==> src/rtl/div_iter.sv <==
// div_iter: iterative radix-2 restoring divider for MIPS DIV/DIVU, one quotient bit per cycle.
module div_iter #(
   parameter int WIDTH = 32
) (
   input  logic             clk,
   input  logic             reset,
   input  logic             div_start,
   input  logic             div_signed,
   input  logic             div_cancel,
   input  logic [WIDTH-1:0] dividend,
   input  logic [WIDTH-1:0] divisor,
   output logic             div_ready,
   output logic             div_busy,
   output logic             div_done,
   output logic [WIDTH-1:0] quotient,
   output logic [WIDTH-1:0] remainder,
   output logic             div_by_zero
);
   localparam int CW = $clog2(WIDTH);
   typedef enum logic [1:0] {IDLE, CALC, FIX} state_t;
   state_t state, state_nx;
   logic [CW-1:0] cnt;
   logic [WIDTH-1:0] rem, quo, dvs, a_abs, b_abs;
   logic [WIDTH:0] trial;
   logic neg_q, neg_r, start_ok, fix_ok;
   always_comb begin
      start_ok = state == IDLE && div_start && !div_cancel;
      fix_ok   = state == FIX && !div_cancel;
      a_abs    = (div_signed && dividend[WIDTH-1]) ? -dividend : dividend;
      b_abs    = (div_signed && divisor[WIDTH-1]) ? -divisor : divisor;
      // trial uses the full shifted remainder so a set rem msb is never lost
      trial    = {rem, quo[WIDTH-1]} - {1'b0, dvs};
   end
   always_ff @(posedge clk or posedge reset)
      if (reset) state <= IDLE;
      else state <= state_nx;
   always_comb begin
      state_nx = state;
      case (state)
         IDLE:    state_nx = start_ok ? CALC : IDLE;
         CALC:    state_nx = div_cancel ? IDLE : (cnt == CW'(WIDTH - 1)) ? FIX : CALC;
         FIX:     state_nx = IDLE;
         default: state_nx = IDLE;
      endcase
   end
   always_comb begin
      div_ready = state == IDLE;
      div_busy  = state == CALC || state == FIX;
   end
   always_ff @(posedge clk or posedge reset)
      if (reset) begin
         cnt         <= '0;
         rem         <= '0;
         quo         <= '0;
         dvs         <= '0;
         neg_q       <= 1'b0;
         neg_r       <= 1'b0;
         div_done    <= 1'b0;
         quotient    <= '0;
         remainder   <= '0;
         div_by_zero <= 1'b0;
      end else begin
         if (start_ok) begin
            cnt   <= '0;
            rem   <= '0;
            quo   <= a_abs;
            dvs   <= b_abs;
            neg_q <= div_signed & (dividend[WIDTH-1] ^ divisor[WIDTH-1]);
            neg_r <= div_signed & dividend[WIDTH-1];
         end else if (state == CALC) begin
            cnt <= cnt + 1'b1;
            rem <= trial[WIDTH] ? {rem[WIDTH-2:0], quo[WIDTH-1]} : trial[WIDTH-1:0];
            quo <= {quo[WIDTH-2:0], ~trial[WIDTH]};
         end
         div_done <= fix_ok;
         if (fix_ok) begin
            quotient    <= neg_q ? -quo : quo;
            remainder   <= neg_r ? -rem : rem;
            div_by_zero <= dvs == '0;
         end
      end
endmodule

==> config.mk <==
export PLATFORM = sky130hd
export DESIGN_NAME = div_iter
export DESIGN_NICKNAME = d
export VERILOG_FILES = /design/src/rtl/div_iter.sv
export SDC_FILE = /design/constraint.sdc
export NUM_CORES = 1
export LEC_CHECK = 0
export CAP_MARGIN = 10
export CORE_MARGIN = 1.5
export CORE_UTILIZATION = 35
export DETAILED_ROUTE_END_ITERATION = 7
export DONT_BUFFER_PORTS = 1
export GPL_ROUTABILITY_DRIVEN = 0
export RECOVER_POWER = 100
export SETUP_SLACK_MARGIN = 0.05
export SLEW_MARGIN = 30
export SYNTH_ARGS = -nofsm -noshare
export SYNTH_HDL_FRONTEND = slang
export SYNTH_SLANG_ARGS = --single-unit
==> constraint.sdc <==
create_clock -name clk -period 7.2 [get_ports clk]
set_input_delay 1.8 -clock clk [delete_from_list [all_inputs] [get_ports clk]]
set_output_delay 1.8 -clock clk [all_outputs]
set_load 0.05 [all_outputs]
### Yosys cells after proc, flatten, opt, wreduce, memory -nomap -nowiden

Cells that the tools add are included.

| word-level totals | value |
|---|---|
| ROM bits | 0 |
| word-level logic and storage cells | 49 |
| RAM bits | 0 |
| register bits | 171 |
| memories kept | 0 |
| latch bits | 0 |

| operators by class | value |
|---|---|
| shift operators | 0 |
| order comparisons | 0 |
| multiplexer cells | 15 |
| divide/modulo/power cells | 0 |
| eq/ne operators | 3 |
| reductions and logical operators | 10 |
| bitwise logic cells | 4 |
| multipliers | 0 |
| $add $sub $neg | 6 |

Operators with widths:

| kind | count |
|---|---|
| 32-bit 2-to-1 mux | 9 |
| 32-bit negator | 4 |
| 33-bit by 32-bit subtractor with 33-bit output | 1 |
| 32-bit logical NOT | 1 |
| 5-bit 2-to-1 mux | 2 |
| 5-bit by 1-bit adder with 5-bit output (second input constant) | 1 |
| 5-bit == test (second input constant) | 1 |
| 1-bit logical AND | 5 |
| 2-bit 2-to-1 mux | 2 |
| 2-bit one-hot mux with 2 select lines | 1 |
| 1-bit bitwise AND | 2 |
| 2-bit by 1-bit == test with 1-bit output (second input constant) | 1 |
| 2-bit == test (second input constant) | 1 |
| 2-bit logical NOT | 1 |
| 2-bit nonzero test | 1 |
| 1-bit logical NOT | 1 |
| 1-bit logical OR | 1 |
| 1-bit 2-to-1 mux | 1 |
| 1-bit NOT | 1 |
| 1-bit XOR | 1 |

### Logic depth before layout (Yosys ltp)

| logic depth | value |
|---|---|
| word-level depth | 5 |
| depth in mapped cells | 13 |

### Worst setup path after synthesis

No wires, ideal clock.

| path | value |
|---|---|
| path type | input to register |
| from | input port dividend[8] |
| to | register quo[29] |
| library setup time | 137 ps |
| buffers on the path | 0 |
| slack | 2942 ps |
| cell stages on the path | 9 |
| data arrival time | 4121 ps |
| cells stage by stage | or4_1 -> or3_1 -> or4_1 -> nand2b_1 -> nor2b_1 -> nand2_1 -> o41ai_1 -> xor2_1 -> a21oi_1 |

| on the way | value |
|---|---|
| word-level cells in the longest chain between the ends | 3 |

RTL lines:

| item | RTL line | source |
|---|---|---|
| start, declared | 10 | `input logic [WIDTH-1:0] dividend,` |
| 32-bit negator | 29 | `a_abs = (div_signed && dividend[WIDTH-1]) ? -dividend : dividend;` |
| 32-bit 2-to-1 mux | 29 |  |
| 32-bit 2-to-1 mux | 63 | `if (start_ok) begin` |
| end signal, assigned | 66 | `quo <= a_abs;` |
| end signal, assigned | 73 | `quo <= {quo[WIDTH-2:0], ~trial[WIDTH]};` |
| end, declared | 23 | `logic [WIDTH-1:0] rem, quo, dvs, a_abs, b_abs;` |

No other way between the ends.
A chain may end at the register's enable or synchronous reset.

### Worst setup path after layout

| path | value |
|---|---|
| from | register rem[0] |
| to | register rem[19] |

| on the way | value |
|---|---|
| word-level cells in the longest chain between the ends | 4 |

RTL lines:

| item | RTL line | source |
|---|---|---|
| start, declared | 23 |  |
| start signal, assigned | 72 | `rem <= trial[WIDTH] ? {rem[WIDTH-2:0], quo[WIDTH-1]} : trial[WIDTH-1:0];` |
| 33-bit by 32-bit subtractor with 33-bit output | 32 | `trial = {rem, quo[WIDTH-1]} - {1'b0, dvs};` |
| 32-bit 2-to-1 mux | 72 |  |
| 32-bit 2-to-1 mux | 70 | `end else if (state == CALC) begin` |
| 32-bit 2-to-1 mux | 63 |  |

No other way between the ends. The select of a mux whose other input is x is not followed.

==> summary.md <==
| Metric | Value |
|---|---|
| Status | `finished with violations` |
| Failing checks | `max-capacitance violations, max-slew violations` |
| WP data required | `between 7 and 8 ns` |
| Peak VDD IR | `between 0.00015 and 0.0002 V` |
| FF-to-FF Start | `rem[0]` |
| Setup crit end kind | `flop` |
| Vias in the first global route | `8543` |
| Netlist Area Pre-Place | `about 11000 um^2` |
| Num CTS Buffers | `17` |
| Synth Register Bits | `171` |
| Starting Density | `0.3555` |
| Root buf cell | `clkbuf_16` |
| Crit path top cell by count | `a21oi_1` |
| First-pass GRT wire length | `approximately 46000 um` |
| Crit path time final | `a little over 5 ns` |
| Tot GR Track Use | `0.1759` |
| DRC | `0` |
| TNS Setup | `0 ns` |
| Pwr dens | `between 300 and 400 nW/um^2` |
| CTS Hold Bufs | `0` |
| Unrepaired setup endpoints after global routing | `no` |
| Worst clock skew | `between 0.015 and 0.02 ns` |
| Critical path's top delay family | `buffers and inverters` |
| Number of max-cap violations | `5` |
| Detail Route Antenna Nets | `0` |
| Ys async rst share | `1.000` |
| Final Hold Vio Count | `0` |
| PortBufs | `0` |
| Clock transition at path regs | `0.07 ns` |
| Fmax | `around 200 MHz` |
| Post-CTS Resized | `0` |
| Area grow syn2layout | `8.141%` |
| CTS H-tree lvls | `4` |
| Critical Path Fanout Max | `33` |
| Via-to-Cell Ratio | `5.306` |
| Synth top area cells | `dfrtp_1 38%, o21ai_0 9.1%, xor2_1 6.7%, nand2_1 6.2%, mux2i_1 5.5%` |
| Most crowded layer after global routing | `met2` |
| Post-CTS Setup Repair Bufs | `0` |
| Vias | `~8900` |
| Worst-margin pin slew | `between 3 and 4 ns` |
| Synthesized area per cell | `around 8.6 um^2` |
| Static leakage | `around 5.2 nW` |
| Antenna violations before repair | `0` |
| Avg WL per Cell | `16.79 um` |
| NumNets Final | `around 1400` |
| CTS tree | `yes` |
| Post-synth top flop | `dfrtp_1` |
| Post-synth EDFFs | `0` |
| Largest net degree at the start of global routing | `between 90 and 100` |
| TritonRoute pass-1 iters | `5` |
| Post-synth top area cell | `dfrtp_1` |
| Final std cells w/o fill | `between 1500 and 2000` |
| Register area share after synthesis | `0.3825` |
| Core Footprint | `about 31000 um^2` |
| Worst-path cell chain | `inv_1 > fa_1 > nand2b_1 > a21oi_1 > o2111ai_1 > a31oi_1 > a21o_1 > a21oi_1 > xnor2_2 > clkbuf_1 > mux2i_1 > a211oi_1` |
| Startpoint Class | `flop` |
| Post-synth net total | `between 1000 and 1500` |
| GR Util met3 | `0.04352` |
| Final setup fails | `0` |
| Hold_sp | `dvs[26]` |
| Met2 Resource Use GR | `0.2569` |
| Place WS | `2.607 ns` |
| Final WS setup | `between 2 and 2.5 ns` |
| Worst Hold Class | `flop to flop` |
| Overflow after GRT | `0` |
| CP max-delay cell | `clkbuf_1` |
| Final Max Tran Viols | `around 240` |
| Warnings, synthesis | `0` |
| ANT cells | `0` |
| Clk buf depth | `2` |
| Met1 usage | `0.2537` |
| Overall routed net length | `around 28000 um` |
| Die height | `about 180 um` |
| DIE AREA | `between 30000 and 40000 um^2` |
| Top cell type's share of synthesized area | `0.3825` |
| Mapped Cells | `1308` |
| Placed Cells | `around 1700` |
| Worst EP arrival | `roughly 5.3 ns` |
| Starting DRT DRC Count | `between 600 and 700` |
| Ratio of cells with drive above 1 in the final layout | `0.04443` |
| WP buf/inv | `2` |
| Die width | `~180 um` |
| Clock sinks | `171` |
| Max incr delay on CP | `1.66 ns` |
| Worst setup path startpoint | `rem[0]` |
| Most common cell after layout, fill and taps aside | `o21ai_0` |
| Part of the cycle the worst path needs | `0.7089` |
| Crit path kind | `flop to flop` |
| Commonest non-fill, non-tap cells in the layout | `205 x o21ai_0, 185 x nand2_1, 171 x dfrtp_1` |
| Yosys cell types | `between 50 and 60` |
| Worst-skew pair later-pin latency | `roughly 0.45 ns` |
| Post-layout util | `0.3844` |
| Dpl hpwl | `21110 um` |
| I/O pins | `137` |
| Hold WS | `around 0.51 ns` |
| Std cell rows | `65` |
| Relative slew slack | `-1.039` |
-- worst min-delay path: stages (launching register included) --
cell and delay [ns]:
dfrtp_1 0.37, nand2_1 0.05, o21ai_0 0.06
-- kinds of logic after synthesis --
logic type               after synthesis  synth area share
adder cells (fa/ha/maj)               42           0.04764
buffers and inverters                127           0.04283
flip-flops                           171            0.3825
XOR/XNOR                             150            0.1174
AO/OA/AOI/OAI                        383            0.1950
multiplexers                          63           0.05659
AND/OR/NAND/NOR                      372            0.1580
-- final timing paths --
path	slack (ns)	depth (start not counted)	end
setup / recovery	2.10	12	rem[19]
hold / removal	0.51	2	dvs[26]
setup reg to reg	2.10	12	rem[19]
hold reg to reg	0.51	2	dvs[26]
max in group asynchronous	2.60	2	quotient[27]
min in group asynchronous	2.11	1	quo[10]
-- state kept, by name, summed over array words and instances (netlist names) --
register	cells
state	2
div_done	1
neg_r	1
quo	32
rem	32
dvs	32
div_by_zero	1
quotient	32
neg_q	1
remainder	32
cnt	5
-- power by group --
part,internal [mW],switching [mW]
clock,0.496,0.406
sequential,1.17,0.396
combinational,1.01,1.21
total,2.68,2.02
-- final cells by class --
type                       instances  area, um^2
clock buffer                      19       452.9
clock inverter                    13       115.1
fill                            3137       19370
inverter                          61       230.2
multi-input combinational       1010        6457
sequential                       171        4279
tap                              402       503.0
timing repair buffer               9       61.31
-- Yosys cell counts, drive strengths merged (9+ instances only) --
library cell and count:
nor2 58, a211oi 13, ha 41, inv 61, mux2i 61, dfrtp 171, o41ai 16, o31ai 26
a21oi 82, nand2b 17, o21ai 205, nand4 10, a21o 12, nor4 21, nand3 10, xor2 85
or3 10, nor2b 11, clkbuf 58, a31oi 9, xnor2 65, nor3 12, nand2 185, or4 14
-- per-layer routing --
| metal | part of all wire | up-vias | wire [um] |
|---|---|---|---|
| met2 | 0.42 | 189 | 11870 |
| met5 | 0 | - | 0 |
| met4 | 0.015 | 0 | 433 |
| li1 | - | 4531 | - |
| met1 | 0.50 | 4194 | 14200 |
| met3 | 0.063 | 26 | 1789 |
-- stage by stage --
stage,power (mW),instance area (um^2)
2_1_floorplan,3.254,11190
4_1_cts,4.682,12120
3_3_place_gp,3.735,11550
5_1_grt,5.086,12100
3_5_place_dp,3.766,11550
6_report,4.697,12100
Power figures use the tool's default switching activity.
